### src/rtl/vga_sync_receiver_if.sv
// Sync-input and recovered-timing bundle for vga_sync_receiver.
// The master side drives the syncs and the slave side is the receiver.
interface vga_sync_receiver_if;
  logic        Hsync;
  logic        Vsync;
  logic [11:0] Hcount;
  logic [11:0] Vcount;
  logic [11:0] x;
  logic [11:0] y;
  logic        active;
  logic        frame_start;
  logic        locked;
  logic        err;
  logic [15:0] err_count;

  modport master (
    output Hsync, Vsync,
    input  Hcount, Vcount, x, y, active, frame_start, locked, err, err_count
  );

  modport slave (
    input  Hsync, Vsync,
    output Hcount, Vcount, x, y, active, frame_start, locked, err, err_count
  );
endinterface

### src/rtl/vga_sync_receiver.sv
// VGA sync receiver: rebuilds H/V counters from Hsync/Vsync and checks line and frame periods.
// Optional macro VGA_RX_CDC_EN adds 2-flop synchronizers on Hsync/Vsync.
module vga_sync_receiver #(
  parameter int H_TOTAL     = 1056,
  parameter int H_SYNC      = 128,
  parameter int H_BACK      = 88,
  parameter int H_ACTIVE    = 800,
  parameter int V_TOTAL     = 628,
  parameter int V_SYNC      = 4,
  parameter int V_BACK      = 23,
  parameter int V_ACTIVE    = 600,
  parameter int LOCK_FRAMES = 2
) (
  input logic               CLK40MHZ,
  input logic               rst_n,
  vga_sync_receiver_if.slave bus
);

  typedef enum logic [1:0] {
    SEARCH  = 2'd0,
    ACQUIRE = 2'd1,
    LOCKED  = 2'd2
  } state_t;

  localparam logic [11:0] HT_M1    = 12'(H_TOTAL - 1);
  localparam logic [11:0] H_TO     = 12'(2 * H_TOTAL);
  localparam logic [11:0] VT_M1    = 12'(V_TOTAL - 1);
  localparam logic [11:0] HS_START = 12'(H_SYNC + H_BACK);
  localparam logic [11:0] HS_END   = 12'(H_SYNC + H_BACK + H_ACTIVE);
  localparam logic [11:0] VS_START = 12'(V_SYNC + V_BACK);
  localparam logic [11:0] VS_END   = 12'(V_SYNC + V_BACK + V_ACTIVE);
  localparam logic [7:0]  LOCK_N   = 8'(LOCK_FRAMES);

  logic        hs_in_s, vs_in_s;
  logic        hs_d_r, vs_d_r;
  logic        h_edge_s, v_edge_s, fb_s;
  logic        vs_pending_r, h_seen_r, fs_seen_r;
  logic [11:0] hcount_r, vcount_r;
  logic        fs_r, err_r;
  logic [15:0] err_count_r;
  logic        line_mis_s, frame_mis_s, to_mis_s, mismatch_s;
  state_t      state_r, state_nx_s;
  logic [7:0]  good_frames_r, good_nx_s;
  logic        locked_s, active_s;

`ifdef VGA_RX_CDC_EN
  logic [1:0] hs_sync_r, vs_sync_r;

  // Two-stage synchronizers for the asynchronous sync inputs
  always_ff @(posedge CLK40MHZ) begin
    if (!rst_n) begin
      hs_sync_r <= 2'b00;
      vs_sync_r <= 2'b00;
    end else begin
      hs_sync_r <= {hs_sync_r[0], bus.Hsync};
      vs_sync_r <= {vs_sync_r[0], bus.Vsync};
    end
  end

  assign hs_in_s = hs_sync_r[1];
  assign vs_in_s = vs_sync_r[1];
`else
  assign hs_in_s = bus.Hsync;
  assign vs_in_s = bus.Vsync;
`endif

  assign h_edge_s = hs_in_s & ~hs_d_r;
  assign v_edge_s = vs_in_s & ~vs_d_r;
  // A frame boundary is the line start that follows (or coincides with) a Vsync rise
  assign fb_s     = h_edge_s & (vs_pending_r | v_edge_s);

  assign line_mis_s  = h_edge_s & h_seen_r & (hcount_r != HT_M1);
  assign frame_mis_s = fb_s & fs_seen_r & (vcount_r != VT_M1);
  assign to_mis_s    = (hcount_r == H_TO);
  assign mismatch_s  = line_mis_s | frame_mis_s | to_mis_s;

  // Edge history, counters, pulse outputs and the saturating error count
  always_ff @(posedge CLK40MHZ) begin
    if (!rst_n) begin
      hs_d_r       <= 1'b0;
      vs_d_r       <= 1'b0;
      vs_pending_r <= 1'b0;
      h_seen_r     <= 1'b0;
      fs_seen_r    <= 1'b0;
      hcount_r     <= 12'd0;
      vcount_r     <= 12'd0;
      fs_r         <= 1'b0;
      err_r        <= 1'b0;
      err_count_r  <= 16'd0;
    end else begin
      hs_d_r <= hs_in_s;
      vs_d_r <= vs_in_s;
      if (h_edge_s) begin
        hcount_r <= 12'd0;
        h_seen_r <= 1'b1;
      end else if (hcount_r != 12'hFFF) begin
        hcount_r <= hcount_r + 12'd1;
      end
      if (fb_s) begin
        vcount_r     <= 12'd0;
        vs_pending_r <= 1'b0;
        fs_seen_r    <= 1'b1;
      end else begin
        if (h_edge_s && (vcount_r != 12'hFFF)) begin
          vcount_r <= vcount_r + 12'd1;
        end
        if (v_edge_s) begin
          vs_pending_r <= 1'b1;
        end
      end
      fs_r  <= fb_s;
      err_r <= mismatch_s;
      if (mismatch_s && (err_count_r != 16'hFFFF)) begin
        err_count_r <= err_count_r + 16'd1;
      end
    end
  end

  // Lock FSM state register
  always_ff @(posedge CLK40MHZ) begin
    if (!rst_n) begin
      state_r       <= SEARCH;
      good_frames_r <= 8'd0;
    end else begin
      state_r       <= state_nx_s;
      good_frames_r <= good_nx_s;
    end
  end

  // Lock FSM next state: a mismatch always drops back to SEARCH
  always_comb begin
    state_nx_s = state_r;
    good_nx_s  = good_frames_r;
    case (state_r)
      SEARCH: begin
        if (fb_s) begin
          state_nx_s = ACQUIRE;
          good_nx_s  = 8'd0;
        end else begin
          state_nx_s = SEARCH;
        end
      end
      ACQUIRE: begin
        if (mismatch_s) begin
          state_nx_s = SEARCH;
          good_nx_s  = 8'd0;
        end else if (fb_s) begin
          good_nx_s = good_frames_r + 8'd1;
          if ((good_frames_r + 8'd1) >= LOCK_N) begin
            state_nx_s = LOCKED;
          end else begin
            state_nx_s = ACQUIRE;
          end
        end else begin
          state_nx_s = ACQUIRE;
        end
      end
      LOCKED: begin
        if (mismatch_s) begin
          state_nx_s = SEARCH;
          good_nx_s  = 8'd0;
        end else begin
          state_nx_s = LOCKED;
        end
      end
      default: begin
        state_nx_s = SEARCH;
        good_nx_s  = 8'd0;
      end
    endcase
  end

  assign locked_s = (state_r == LOCKED);
  assign active_s = locked_s
                  & (hcount_r >= HS_START) & (hcount_r < HS_END)
                  & (vcount_r >= VS_START) & (vcount_r < VS_END);

  assign bus.Hcount      = hcount_r;
  assign bus.Vcount      = vcount_r;
  assign bus.x           = active_s ? (hcount_r - HS_START) : 12'd0;
  assign bus.y           = active_s ? (vcount_r - VS_START) : 12'd0;
  assign bus.active      = active_s;
  assign bus.frame_start = fs_r;
  assign bus.locked      = locked_s;
  assign bus.err         = err_r;
  assign bus.err_count   = err_count_r;

endmodule

### src/flat_wrapper.sv
// flat-port wrapper written by rule: the top's interface ports become plain ports
module vga_sync_receiver_flat 
#(
  parameter int H_TOTAL     = 1056,
  parameter int H_SYNC      = 128,
  parameter int H_BACK      = 88,
  parameter int H_ACTIVE    = 800,
  parameter int V_TOTAL     = 628,
  parameter int V_SYNC      = 4,
  parameter int V_BACK      = 23,
  parameter int V_ACTIVE    = 600,
  parameter int LOCK_FRAMES = 2
)
  (CLK40MHZ, rst_n, bus_Hsync, bus_Vsync, bus_Hcount, bus_Vcount, bus_x, bus_y, bus_active, bus_frame_start, bus_locked, bus_err, bus_err_count);
  vga_sync_receiver_if bus_i ();
  input logic CLK40MHZ;
  input logic rst_n;
  input wire logic [$bits(bus_i.Hsync)-1:0] bus_Hsync;
  input wire logic [$bits(bus_i.Vsync)-1:0] bus_Vsync;
  output wire logic [$bits(bus_i.Hcount)-1:0] bus_Hcount;
  output wire logic [$bits(bus_i.Vcount)-1:0] bus_Vcount;
  output wire logic [$bits(bus_i.x)-1:0] bus_x;
  output wire logic [$bits(bus_i.y)-1:0] bus_y;
  output wire logic [$bits(bus_i.active)-1:0] bus_active;
  output wire logic [$bits(bus_i.frame_start)-1:0] bus_frame_start;
  output wire logic [$bits(bus_i.locked)-1:0] bus_locked;
  output wire logic [$bits(bus_i.err)-1:0] bus_err;
  output wire logic [$bits(bus_i.err_count)-1:0] bus_err_count;
  assign bus_i.Hsync = bus_Hsync;
  assign bus_i.Vsync = bus_Vsync;
  assign bus_Hcount = bus_i.Hcount;
  assign bus_Vcount = bus_i.Vcount;
  assign bus_x = bus_i.x;
  assign bus_y = bus_i.y;
  assign bus_active = bus_i.active;
  assign bus_frame_start = bus_i.frame_start;
  assign bus_locked = bus_i.locked;
  assign bus_err = bus_i.err;
  assign bus_err_count = bus_i.err_count;
  vga_sync_receiver #(.H_TOTAL(H_TOTAL), .H_SYNC(H_SYNC), .H_BACK(H_BACK), .H_ACTIVE(H_ACTIVE), .V_TOTAL(V_TOTAL), .V_SYNC(V_SYNC), .V_BACK(V_BACK), .V_ACTIVE(V_ACTIVE), .LOCK_FRAMES(LOCK_FRAMES)) u_core (.CLK40MHZ(CLK40MHZ), .rst_n(rst_n), .bus(bus_i));
endmodule
### config.mk
export PLATFORM = sky130hd
export DESIGN_NAME = vga_sync_receiver_flat
export DESIGN_NICKNAME = d
export VERILOG_FILES = /design/src/rtl/vga_sync_receiver_if.sv /design/src/rtl/vga_sync_receiver.sv /design/src/flat_wrapper.sv
export SDC_FILE = /design/constraint.sdc
export NUM_CORES = 1
export LEC_CHECK = 0
export CAP_MARGIN = 0
export CORE_MARGIN = 4
export CORE_UTILIZATION = 56
export DETAILED_ROUTE_END_ITERATION = 10
export GPL_ROUTABILITY_DRIVEN = 0
export MAX_ROUTING_LAYER = met4
export PLACE_DENSITY = 0.83
export SYNTH_ARGS = -nofsm -noshare
export SYNTH_HDL_FRONTEND = slang
export SYNTH_SLANG_ARGS = --single-unit
### constraint.sdc
create_clock -name CLK40MHZ -period 4.35 [get_ports CLK40MHZ]
set_input_delay 1.0875 -clock CLK40MHZ [delete_from_list [all_inputs] [get_ports CLK40MHZ]]
set_output_delay 1.0875 -clock CLK40MHZ [all_outputs]
set_load 0.1 [all_outputs]
==> impl_results.rst <==
.. list-table::
   :header-rows: 1

   * - Metric
     - Value
   * - Area growth from synthesis to final layout
     - 23.2%
   * - Signal arrival time at the worst endpoint
     - 2840 ps
   * - Final routed wire length divided by cell count
     - 15.7 um
   * - Cell types occupying the most area after synthesis
     - sky130_fd_sc_hd__dfxtp_1 (32%), sky130_fd_sc_hd__nor2_1 (6.8%), sky130_fd_sc_hd__nand2_1 (4.7%)
   * - Shortest clock period the worst path allows after layout
     - 3930 ps
   * - Die extent in y
     - 87.6 um
   * - Detail-routed via count per cell
     - 6.09
   * - CTS sink count
     - 57
   * - Post-Route Utilization
     - 72.6%
   * - Fmax achieved
     - 254 MHz
   * - Setup bufs post-CTS
     - 0
   * - Remaining design rule violation count
     - 0
   * - Cell variety after synth
     - 57
   * - Number of nets produced by synthesis
     - 465
   * - Layout Cell Area excl Fill
     - 0.00437 mm^2
   * - Total power of the final layout
     - 0.00118 W
   * - Die extent in x
     - 87.6 um
   * - Boundary Pins
     - 72
   * - Sequential share of the synthesized area
     - 32.1%
   * - Total clock buffers created by CTS
     - 9
   * - Maximum resistive drop on vdd
     - 0.000194 V
   * - Category of the worst setup path launch point
     - register
   * - Mean post-synth cell area
     - 7.82 um^2
   * - Total Die Area
     - 0.00768 mm^2
   * - Skew-Pair Late Insertion Delay
     - 330 ps
   * - Clk root buf
     - sky130_fd_sc_hd__clkbuf_8
   * - Number of search-and-repair iterations in the first detailed-routing pass
     - 5
   * - Status
     - finished clean
   * - Total number of H-tree levels
     - 3
   * - Buffers from clock root to sink, at most
     - 2
   * - Number of global-route vias before repair
     - 3376
   * - Yosys Warn Count
     - 0
   * - Worst rel slew slack
     - 31.3%
   * - Power density of the placed cells
     - 269 mW/mm^2
   * - Required time at the worst-slack endpoint
     - 3260 ps
   * - Post-CTS Resized
     - 0
   * - Placed wire-length estimate after detailed placement
     - 6.35 mm
   * - Commonest cells after routing, fill and taps aside
     - sky130_fd_sc_hd__nor2_1 (64), sky130_fd_sc_hd__dfxtp_1 (57), sky130_fd_sc_hd__clkdlybuf4s50_1 (46), sky130_fd_sc_hd__nand2_1 (44), sky130_fd_sc_hd__buf_4 (27)
   * - Compound-gate portion of the synthesized area
     - 12.9%
   * - Max Transition Viols Final
     - 0
   * - Cell area after synthesis
     - 0.00355 mm^2
   * - Area share of the largest cell type after synthesis
     - 32.1%
   * - Main combinational cell family by area after synthesis
     - simple AND/OR/NAND/NOR gates
   * - Number of placed cells counting well taps
     - 565
   * - Global-route wire length before repair
     - 15.9 mm
   * - ANT cells
     - 0
   * - Least-Margin Pin Slew
     - 1030 ps
   * - Antenna violations before repair
     - 0
   * - Async set-reset flop share out of synthesis
     - 0%
   * - Clock Skews
     - 9.09 ps
   * - Total Routing Usage GR
     - 26.2%
   * - RSZ-0062 raised after global routing
     - false
   * - Number of vias after detailed routing
     - 3533
   * - Largest driver fanout on the critical path
     - 24
   * - Max-cap violation count
     - 0
   * - Min-delay worst type
     - register to register
   * - Largest net degree at the start of global routing
     - 44
   * - Post-route clock period utilization
     - 90.4%
   * - Kind of end point of the critical path
     - output pin
   * - EDFF count, synth
     - 0
   * - Most frequent standard cell in the layout excluding fill and tap cells
     - sky130_fd_sc_hd__nor2_1
   * - Leakage power summed over all cells
     - 1.59 nW
   * - Hold Buf Count CTS
     - 0
   * - Global route total overflow
     - 0
   * - Initial standard-cell utilization of the core
     - 58.9%
   * - Footprint of the flip-flops and latches
     - 0.00114 mm^2
   * - Initial DRC count
     - 154
   * - Primary FF master, synth
     - sky130_fd_sc_hd__dfxtp_1
   * - Area of the core
     - 0.00603 mm^2
   * - Share of the synthesized netlist area taken by xor and xnor gates
     - 7.89%
   * - Setup Total Neg Slack
     - 0 ps
   * - CTS tree
     - built
   * - Number of non-filler instances in the completed layout
     - 580
   * - Biggest area consumer among synthesized cells
     - sky130_fd_sc_hd__dfxtp_1
   * - Fraction of synthesized area in multiplexers
     - 2.82%
   * - Instance count of the mapped netlist
     - 454
   * - Clock input transition at the sequential cells of the worst setup and hold paths
     - 70 ps
   * - Antenna Violating Nets Remaining
     - 0
   * - Multi-input gate area in the final layout
     - 0.00220 mm^2
   * - Critical path type
     - register to output pin
   * - Total count of hold-check failures in the final report
     - 0
   * - Flop and latch count out of synthesis
     - 57
   * - Post-synthesis share of cell area spent on and, or, nand and nor gates
     - 35.3%
   * - Setup violation total in the final timing report
     - 0
   * - Final routed wirelength across all metal layers
     - 9.11 mm
   * - Fill cell count
     - 473
   * - Adder-cell area share of the yosys netlist
     - 2.47%
   * - Fraction of layout instances using a drive strength above 1
     - 11.7%
   * - Final layout net count
     - 512
   * - Std-Cell Rows
     - 28
   * - IO buf count
     - 70
   * - Cell area reported after detailed placement
     - 0.00416 mm^2
[cell families after synthesis]
group	Yosys count
compound gates	61
xor+xnor	32
fa+ha+maj	7
buf+inv	48
flops	57
mux	10
other cells	1
simple gates	238
[cells in the mapped netlist, types with 3 or more instances]
cell type and count:
sky130_fd_sc_hd__nor4b_1 3, sky130_fd_sc_hd__ha_1 7, sky130_fd_sc_hd__or3_1 3, sky130_fd_sc_hd__nor4_1 22, sky130_fd_sc_hd__o21a_1 8, sky130_fd_sc_hd__buf_4 4
sky130_fd_sc_hd__or4_1 5, sky130_fd_sc_hd__o211ai_1 8, sky130_fd_sc_hd__nand3_1 19, sky130_fd_sc_hd__o21ai_0 10, sky130_fd_sc_hd__dfxtp_1 57, sky130_fd_sc_hd__and2_1 8
sky130_fd_sc_hd__o31a_1 5, sky130_fd_sc_hd__and3_1 5, sky130_fd_sc_hd__inv_1 10, sky130_fd_sc_hd__nor3_1 10, sky130_fd_sc_hd__clkbuf_1 17, sky130_fd_sc_hd__buf_2 13
sky130_fd_sc_hd__nand2_1 44, sky130_fd_sc_hd__nor2b_1 7, sky130_fd_sc_hd__a21oi_1 10, sky130_fd_sc_hd__nand2b_1 11, sky130_fd_sc_hd__xor2_1 17, sky130_fd_sc_hd__nor3b_1 4
sky130_fd_sc_hd__or2_2 3, sky130_fd_sc_hd__o31ai_1 3, sky130_fd_sc_hd__nand4_1 16, sky130_fd_sc_hd__mux2i_1 10, sky130_fd_sc_hd__or4b_2 3, sky130_fd_sc_hd__xnor2_1 15
sky130_fd_sc_hd__and4_1 4, sky130_fd_sc_hd__nor2_1 64
[metrics by stage]
step	hold WS, ps	worst slack [ps]
global route	522	243
finish	490	419
detailed placement	482	765
global placement	463	870
CTS	490	400
floorplan	460	-280
[power by group]
group / leakage, nW / total [W] / switching, W / internal [W]
clock: 0.112 / 0.000535 / 0.000212 / 0.000323
sequential: 0.461 / 0.000539 / 0.00000882 / 0.000530
combinational: 1.01 / 0.000103 / 0.0000773 / 0.0000261
total: 1.59 / 0.00118 / 0.000298 / 0.000880
[routing by layer]
layer	wire length [um]	up-vias	GRT usage (%)	share of wire [%]
met5	0	-	-	0
met4	121	0	7.39	1.3
met3	686	13	5.46	7.5
met2	4360	134	43.0	48
met1	3950	1681	32.4	43
li1	-	1705	-	-
[critical path: stages, from the launching register on]
cell and delay [ps]:
sky130_fd_sc_hd__dfxtp_1 520, sky130_fd_sc_hd__ha_1 290, sky130_fd_sc_hd__nor2b_1 220, sky130_fd_sc_hd__a41o_1 210
sky130_fd_sc_hd__o2111ai_2 510, sky130_fd_sc_hd__nor3_2 420, sky130_fd_sc_hd__buf_4 350
[flip-flops by register name, indices dropped and copies added, names as in the netlist]
register	flops
u_core.vs_d_r	1
u_core.bus.err_count	16
u_core.bus.frame_start	1
u_core.good_frames_r	8
u_core.hs_d_r	1
u_core.bus.Vcount	12
u_core.bus.err	1
u_core.fs_seen_r	1
u_core.vs_pending_r	1
u_core.bus.Hcount	12
u_core.h_seen_r	1
u_core.state_r	2
[area by class of cell]
| cell class | count | area share [%] |
|---|---|---|
| clock buffers | 13 | 4.09 |
| clock inverters | 2 | 0.801 |
| inverters | 10 | 0.858 |
| multi-input cells | 349 | 50.4 |
| flip-flops and latches | 57 | 26.1 |
| well taps | 75 | 2.15 |
| repair buffers | 74 | 15.6 |
[worst paths after layout]
| path | slack, ps | cells past startpoint | to | startpoint |
|---|---|---|---|---|
| setup / recovery | 420 | 6 | bus_x[5] | u_core.bus.Hcount[3] |
| hold / removal | 490 | 2 | u_core.bus.err_count[6] | u_core.bus.err_count[6] |
| setup reg to reg | 1730 | 6 | u_core.bus.err_count[13] | u_core.bus.err_count[3] |
| hold reg to reg | 490 | 2 | u_core.bus.err_count[6] | u_core.bus.err_count[6] |
Power figures use the tool's default switching activity.
